### config.mk
export PLATFORM = sky130hd
export DESIGN_NAME = interrupt_controller
export DESIGN_NICKNAME = d
export VERILOG_FILES = /design/src/rtl/interrupt_controller.sv
export SDC_FILE = /design/constraint.sdc
export NUM_CORES = 1
export LEC_CHECK = 0
export ABC_AREA = 1
export CORE_MARGIN = 4
export CORE_UTILIZATION = 44
export CTS_CLUSTER_SIZE = 8
export DETAILED_ROUTE_END_ITERATION = 16
export PLACE_DENSITY = 0.9
export SLEW_MARGIN = 0
export SYNTH_ARGS = -nofsm -noshare
export SYNTH_HDL_FRONTEND = slang
export SYNTH_SLANG_ARGS = --single-unit
export TNS_END_PERCENT = 100
### constraint.sdc
create_clock -name i_clk -period 2.2 [get_ports i_clk]
set_input_delay 0.44 -clock i_clk [delete_from_list [all_inputs] [get_ports i_clk]]
set_output_delay 0.44 -clock i_clk [all_outputs]
set_load 0.01 [all_outputs]
### src/rtl/interrupt_controller.sv
// Interrupt entry sequencer: synchronises an external request, waits for a safe
// pipeline point, drains fetch, then pushes PC, pushes flags and vectors.
module interrupt_controller #(
  parameter int          DRAIN_CYCLES = 3,
  parameter logic [15:0] VECTOR_ADDR  = 16'h0002
) (
  input  logic        i_clk,
  input  logic        i_reset,
  input  logic        i_int_req,
  input  logic        i_enable,
  input  logic        i_pipe_busy,
  input  logic        i_rti,
  output logic        o_interrupt,
  output logic        o_stall_fetch,
  output logic        o_push_pc,
  output logic        o_push_flags,
  output logic        o_load_pc,
  output logic [15:0] o_pc_value,
  output logic        o_in_service,
  output logic        o_pending
);

  typedef enum logic [2:0] {
    S_IDLE,
    S_DRAIN,
    S_PUSH_PC,
    S_PUSH_FLAGS,
    S_VECTOR,
    S_SERVICE
  } state_t;

  localparam logic [3:0] DRAIN_LOAD = 4'(DRAIN_CYCLES - 1);

  state_t     state_q, state_d;
  logic [3:0] cnt_q, cnt_d;
  logic       pending_q, pending_d;
  logic       s1_q, s2_q, s3_q;
  logic       rise;
  logic       go;

  // s1/s2 form the two-flop synchroniser; s3 is the edge-detect history.
  assign rise = s2_q & ~s3_q;

  always_ff @(posedge i_clk or posedge i_reset) begin
    if (i_reset) begin
      state_q   <= S_IDLE;
      cnt_q     <= 4'd0;
      pending_q <= 1'b0;
      s1_q      <= 1'b0;
      s2_q      <= 1'b0;
      s3_q      <= 1'b0;
    end else begin
      state_q   <= state_d;
      cnt_q     <= cnt_d;
      pending_q <= pending_d;
      s1_q      <= i_int_req;
      s2_q      <= s1_q;
      s3_q      <= s2_q;
    end
  end

  always_comb begin
    state_d   = state_q;
    cnt_d     = cnt_q;
    pending_d = pending_q;
    go        = (state_q == S_IDLE) & pending_q & i_enable & ~i_pipe_busy;
    case (state_q)
      S_IDLE: begin
        if (go) begin
          state_d = S_DRAIN;
          cnt_d   = DRAIN_LOAD;
        end
      end
      S_DRAIN: begin
        if (cnt_q == 4'd0) state_d = S_PUSH_PC;
        else               cnt_d   = cnt_q - 4'd1;
      end
      S_PUSH_PC:    state_d = S_PUSH_FLAGS;
      S_PUSH_FLAGS: state_d = S_VECTOR;
      S_VECTOR:     state_d = S_SERVICE;
      S_SERVICE:    if (i_rti) state_d = S_IDLE;
      default:      state_d = S_IDLE;
    endcase
    // A new rise in the same cycle as entry must not be lost.
    if (go)   pending_d = 1'b0;
    if (rise) pending_d = 1'b1;
  end

  always_comb begin
    o_interrupt   = 1'b0;
    o_stall_fetch = 1'b0;
    o_push_pc     = 1'b0;
    o_push_flags  = 1'b0;
    o_load_pc     = 1'b0;
    o_pc_value    = 16'h0000;
    o_in_service  = 1'b0;
    case (state_q)
      S_DRAIN: begin
        o_interrupt   = 1'b1;
        o_stall_fetch = 1'b1;
      end
      S_PUSH_PC: begin
        o_interrupt   = 1'b1;
        o_stall_fetch = 1'b1;
        o_push_pc     = 1'b1;
      end
      S_PUSH_FLAGS: begin
        o_interrupt   = 1'b1;
        o_stall_fetch = 1'b1;
        o_push_flags  = 1'b1;
      end
      S_VECTOR: begin
        o_interrupt = 1'b1;
        o_load_pc   = 1'b1;
        o_pc_value  = VECTOR_ADDR;
      end
      S_SERVICE: o_in_service = 1'b1;
      default: ;
    endcase
  end

  assign o_pending = pending_q;

endmodule

Word level (Yosys, flattened, before mapping)
Index checks and enable logic that the tools add are counted.
{"block": "word_totals", "ramBits": 0, "elab_cells": 46, "output_inout_bits": 23, "mem_count": 0, "inputBits": 6, "ff_bits": 11, "romBits": 0, "latch_bits": 0}
{"block": "op_classes", "n_mul": 0, "magnitude_cmp": 0, "addsub": 1, "n_eq_ne": 9, "shift": 0, "reduce_logical": 8, "muxes": 16, "bitwise": 6, "div_mod_pow": 0}
{"operator": "3-bit one-hot mux with 6 select lines", "count": 1}
{"operator": "3-bit 2-to-1 mux", "count": 3}
{"operator": "1-bit 2-to-1 mux", "count": 8}
{"operator": "4-bit 2-to-1 mux", "count": 2}
{"operator": "2-bit != test (second input constant)", "count": 4}
{"operator": "4-bit one-hot mux with 2 select lines", "count": 1}
{"operator": "3-bit by 2-bit == test with 1-bit output (second input constant)", "count": 2}
{"operator": "3-bit == test (second input constant)", "count": 2}
{"operator": "3-bit AND reduction", "count": 2}
{"operator": "1-bit bitwise AND", "count": 4}
{"operator": "4-bit zero test", "count": 1}
{"operator": "2-bit nonzero test", "count": 2}
{"operator": "4-bit OR reduction", "count": 1}
{"operator": "4-bit by 1-bit subtractor with 4-bit output (second input constant)", "count": 1}
{"operator": "3-bit by 1-bit == test with 1-bit output (second input constant)", "count": 1}
{"operator": "3-bit zero test", "count": 1}
{"operator": "3-bit OR reduction", "count": 1}
{"operator": "2-bit 2-to-1 mux", "count": 1}
{"operator": "1-bit NOT", "count": 2}

Depth between registers and ports, before layout
{"block": "logic_depth", "depth_word": 6, "mapped_depth": 7, "mapped_depth_nobuf": 7}

Worst setup path before layout
No wires, ideal clock.
{"block": "synth_path", "path_kind": "flip-flop to output port", "from": "reg state_q[2]", "to": "out o_interrupt", "path_stages_with_launch": 5, "t_arrival_ns": 0.955, "path_buffers": 1, "path_slack_ns": 0.805, "required_ns": 1.760, "path_cell_list": "dfrtp_1 clkbuf_2 nor2_1 nand2_1 nand2_1"}
{"block": "synth_via", "elab_chain_cells": 3, "word_cells_on_any_way": 6}
{"element": "start, declared", "line": "34", "text": "state_t state_q, state_d;"}
{"element": "start signal, assigned", "line": "53", "text": "state_q <= state_d;"}
{"element": "3-bit by 1-bit == test with 1-bit output (tied with other cells)", "line": "97", "text": "case (state_q)"}
{"element": "4-bit OR reduction (no source line) *"}
{"element": "1-bit 2-to-1 mux *", "line": "97"}
{"element": "end, declared", "line": "13", "text": "output logic o_interrupt,"}
Every way passes the cells marked *; elsewhere a longest branch is shown, timed or not.

Final worst setup path
{"block": "layout_path", "from": "reg state_q[2]", "to": "out o_in_service"}
{"block": "layout_via", "elab_chain_cells": 2}
{"element": "3-bit == test", "line": "97"}
{"element": "1-bit 2-to-1 mux", "line": "97"}
{"element": "end, declared", "line": "19", "text": "output logic o_in_service,"}
No other way between the ends.

==> summary.txt <==
Outcome
  • Status: finished, final reports clean

Synthesis
  • Post-synthesis mux area share: 0%
  • Sequential area share after synthesis: 38.8%
  • Syn avg cell area: 7.80 µm²
  • Post-Synth XOR/XNOR Area: 0%
  • Synth Instances: 91
  • Fraction of the mapped netlist area in simple logic gates: 30.2%
  • Compound-cell area share of the yosys netlist: 4.76%
  • Synthesized flop and latch total: 11
  • Yosys warns: 0
  • Yosys cell types: 20
  • Mapped cell area: 709 µm²
  • Largest family of logic cells by synthesized area: simple AND/OR/NAND/NOR gates
  • Synth Area in Adders: 1.76%

Final layout
  • Area of the multi-input gates: 322 µm²
  • Reg area: 277 µm²
  • Share of cells above drive strength 1: 11.3%
  • Final core occ: 55.1%
  • Area Growth Syn to Fin: 16.9%
  • Final #Nets: 114
  • # fillers: 142
  • Diode count: 0
  • Design area: 830 µm²
  • Commonest cells after routing, fill and taps aside: nand2_1, conb_1, inv_1, clkdlybuf4s50_1, dfrtp_1
  • Commonest non-fill, non-tap cell in the layout: nand2_1

Power and ir drop
  • Net Sw Frac: 44.3%
  • VDD IR max: 0.657 mV
  • Internal power: 592 µW
  • Clock share of power: 12.7%
  • Seq pwr share: 31.5%
  • P_sw: 471 µW
  • PD cells: 1280 nW/µm²
  • Logic pwr share: 55.8%
  • Static leakage: 0.446 nW

Worst setup path
  • Critical Path Sink Type: output pin
  • Worst endpoint required time: 1.76 ns
  • Startpoint Class: flip-flop
  • Slowest library cell on the worst path: clkdlybuf4s50_1
  • Reg2reg path depth: 7
  • CP peak stage delay: 0.54 ns
  • Worst EP arrival: 1.62 ns
  • FF-to-FF End: cnt_q[1]
  • Reg2reg start: cnt_q[0]
  • Critical path fanouts, max: 8
  • Flop2flop setup slack: 0.92 ns
  • Crit-path cells: inv_1 -> nor2_1 -> clkdlybuf4s50_1
  • Critical path class: flip-flop to output pin
  • CP Capture Point: o_in_service
  • Worst Setup SP: state_q[2]

STA
  • Clk_skew: 0.000564 ns
  • Fmax: 485 MHz
  • Max-slew violations: 0
  • Total negative slack: 0 ns
  • Period utilization: 93.7%
  • RSZ-0062 raised after global routing: no
  • Min Tclk post-route: 2.06 ns
  • Final hold viol count: 0
  • Final Setup Violations: 0
  • Hold WS: 0.369 ns

Drt
  • Total iterations of the first detailed-routing run: 4
  • Via count: 564
  • Post-route ant nets: 0
  • First DRT Iteration DRCs: 6
  • Vias/cell: 4.62
  • Routed len/inst: 10.7 µm
  • # DRC: 0
  • Final WL: 1300 µm

Die
  • Die footprint: 2320 µm²
  • Io pins: 29
  • Chip height: 48.2 µm
  • Total core area: 1510 µm²
  • Initial core utilization: 47.1%
  • Die width: 48.2 µm
  • # rows: 14

Global routing
  • Vias in the first global route: 491
  • Largest net degree at the start of global routing: 12
  • Total gr overflow: 0
  • Initial antenna violation count: 0
  • GR Util met1: 11.5%
  • GR peak layer: met2
  • Gr usage total: 11.7%
  • First-pass GRT wire length: 1880 µm
  • Met2 global-route usage: 22.4%
  • GR met3 Demand/Resource: 3.32%

Placement
  • Number of port buffers: 13
  • Placed inst area: 787 µm²
  • Dpl hpwl: 1020 µm
  • GP Congestion: 0.844

Clock tree
  • CTS Sinks: 11
  • Num CTS Buffers: 3
  • Clock H-tree levels: 1
  • Clock Root Buffer: clkbuf_4
  • Later-pin clock latency in the skew report: 0.26 ns
  • Max clock buf depth: 2
  • CTS Hold Bufs: 0
  • CTS tree: done
  • Clock-pin slew on the worst setup and hold paths: 0.07 ns

Worst hold path
  • Hold Crit Class: flip-flop to flip-flop

Run
  • Maxcap violations: 0
[power by group through the flow]
stage	Clock (mW)	Sequential, mW	Combinational (mW)
after floorplan	0	0.310	0.423
after global placement	0	0.323	0.552
after detailed placement	0	0.329	0.576
after CTS	0.140	0.326	0.581
after global routing	0.152	0.342	0.657
final	0.135	0.335	0.593
[per-layer routing]
metal	share of wire [%]	wire length (µm)	vias up
li1	-	-	281
met1	38	495	257
met3	7.2	94	2
met5	0	0	-
met4	0.69	9	0
met2	54	700	24
[critical path: cells and delay by family (launching register included)]
kind                   cells  cell delay [ns]
DFF                        1             0.51
buffers and inverters      2             0.70
and+or+nand+nor            1             0.14
[area by class of cell]
class	instances	share of cell area, %
multi-input combinational	65	38.8
sequential	11	33.3
timing repair buffer	14	16.9
inverter	12	5.43
clock buffer	4	3.17
tap	16	2.41
[synth_stat cells]
library cell	n	share of area [%]
a31oi_1	1	0.88
buf_4	16	17
clkbuf_2	1	0.70
conb_1	1	0.53
dfrtp_1	11	39
ha_1	1	1.8
inv_1	12	6.3
nand2_1	19	10
nand2_2	1	0.88
nand2_4	2	3.2
nand3_1	6	4.2
nand3_2	1	1.4
nand4_1	1	0.88
nor2_1	8	4.2
nor2_2	1	0.88
nor2_4	1	1.6
nor3_1	2	1.4
nor3_2	1	1.4
o21ai_0	4	2.8
o21bai_1	1	1.1
[kinds of logic (layout without fill, tap and decap cells)]
kind of cell | Yosys count | count (layout)
AOI/OAI and AO/OA | 6 | 6
buffers and inverters | 29 | 30
DFF | 11 | 11
other | 1 | 15
and+or+nand+nor | 43 | 43
adders and majority gates | 1 | 1
[state kept, by name, summed over array words and instances, names as in the netlist]
| register | count |
|---|---|
| state_q | 3 |
| o_pending | 1 |
| cnt_q | 4 |
| s1_q | 1 |
| s2_q | 1 |
| s3_q | 1 |
[how the worst min path moves through the flow]
stage / start / to / slack [ns] / cells after the start
2_1_floorplan: i_reset / cnt_q[0] / 0.29 / 1
3_3_place_gp: s1_q / s2_q / 0.33 / 0
3_5_place_dp: s1_q / s2_q / 0.35 / 0
4_1_cts: s1_q / s2_q / 0.36 / 0
5_1_grt: s1_q / s2_q / 0.38 / 0
6_report: s1_q / s2_q / 0.37 / 0
[repair_timing]
item / CTS / global route
buffers inserted: 0 / 1
gates resized for setup: 0 / 3
endpoints found under the setup margin: 0 / 1
[stage by stage]
step | worst slack, ns | power, mW | cells
global placement | 0.370 | 0.875 | 117
global route | 0.0551 | 1.15 | 122
finish | 0.139 | 1.06 | 122
floorplan | 0.805 | 0.733 | 105
detailed placement | 0.314 | 0.905 | 117
CTS | 0.0161 | 1.05 | 121
Note: power is estimated with default switching activity, not from simulation.
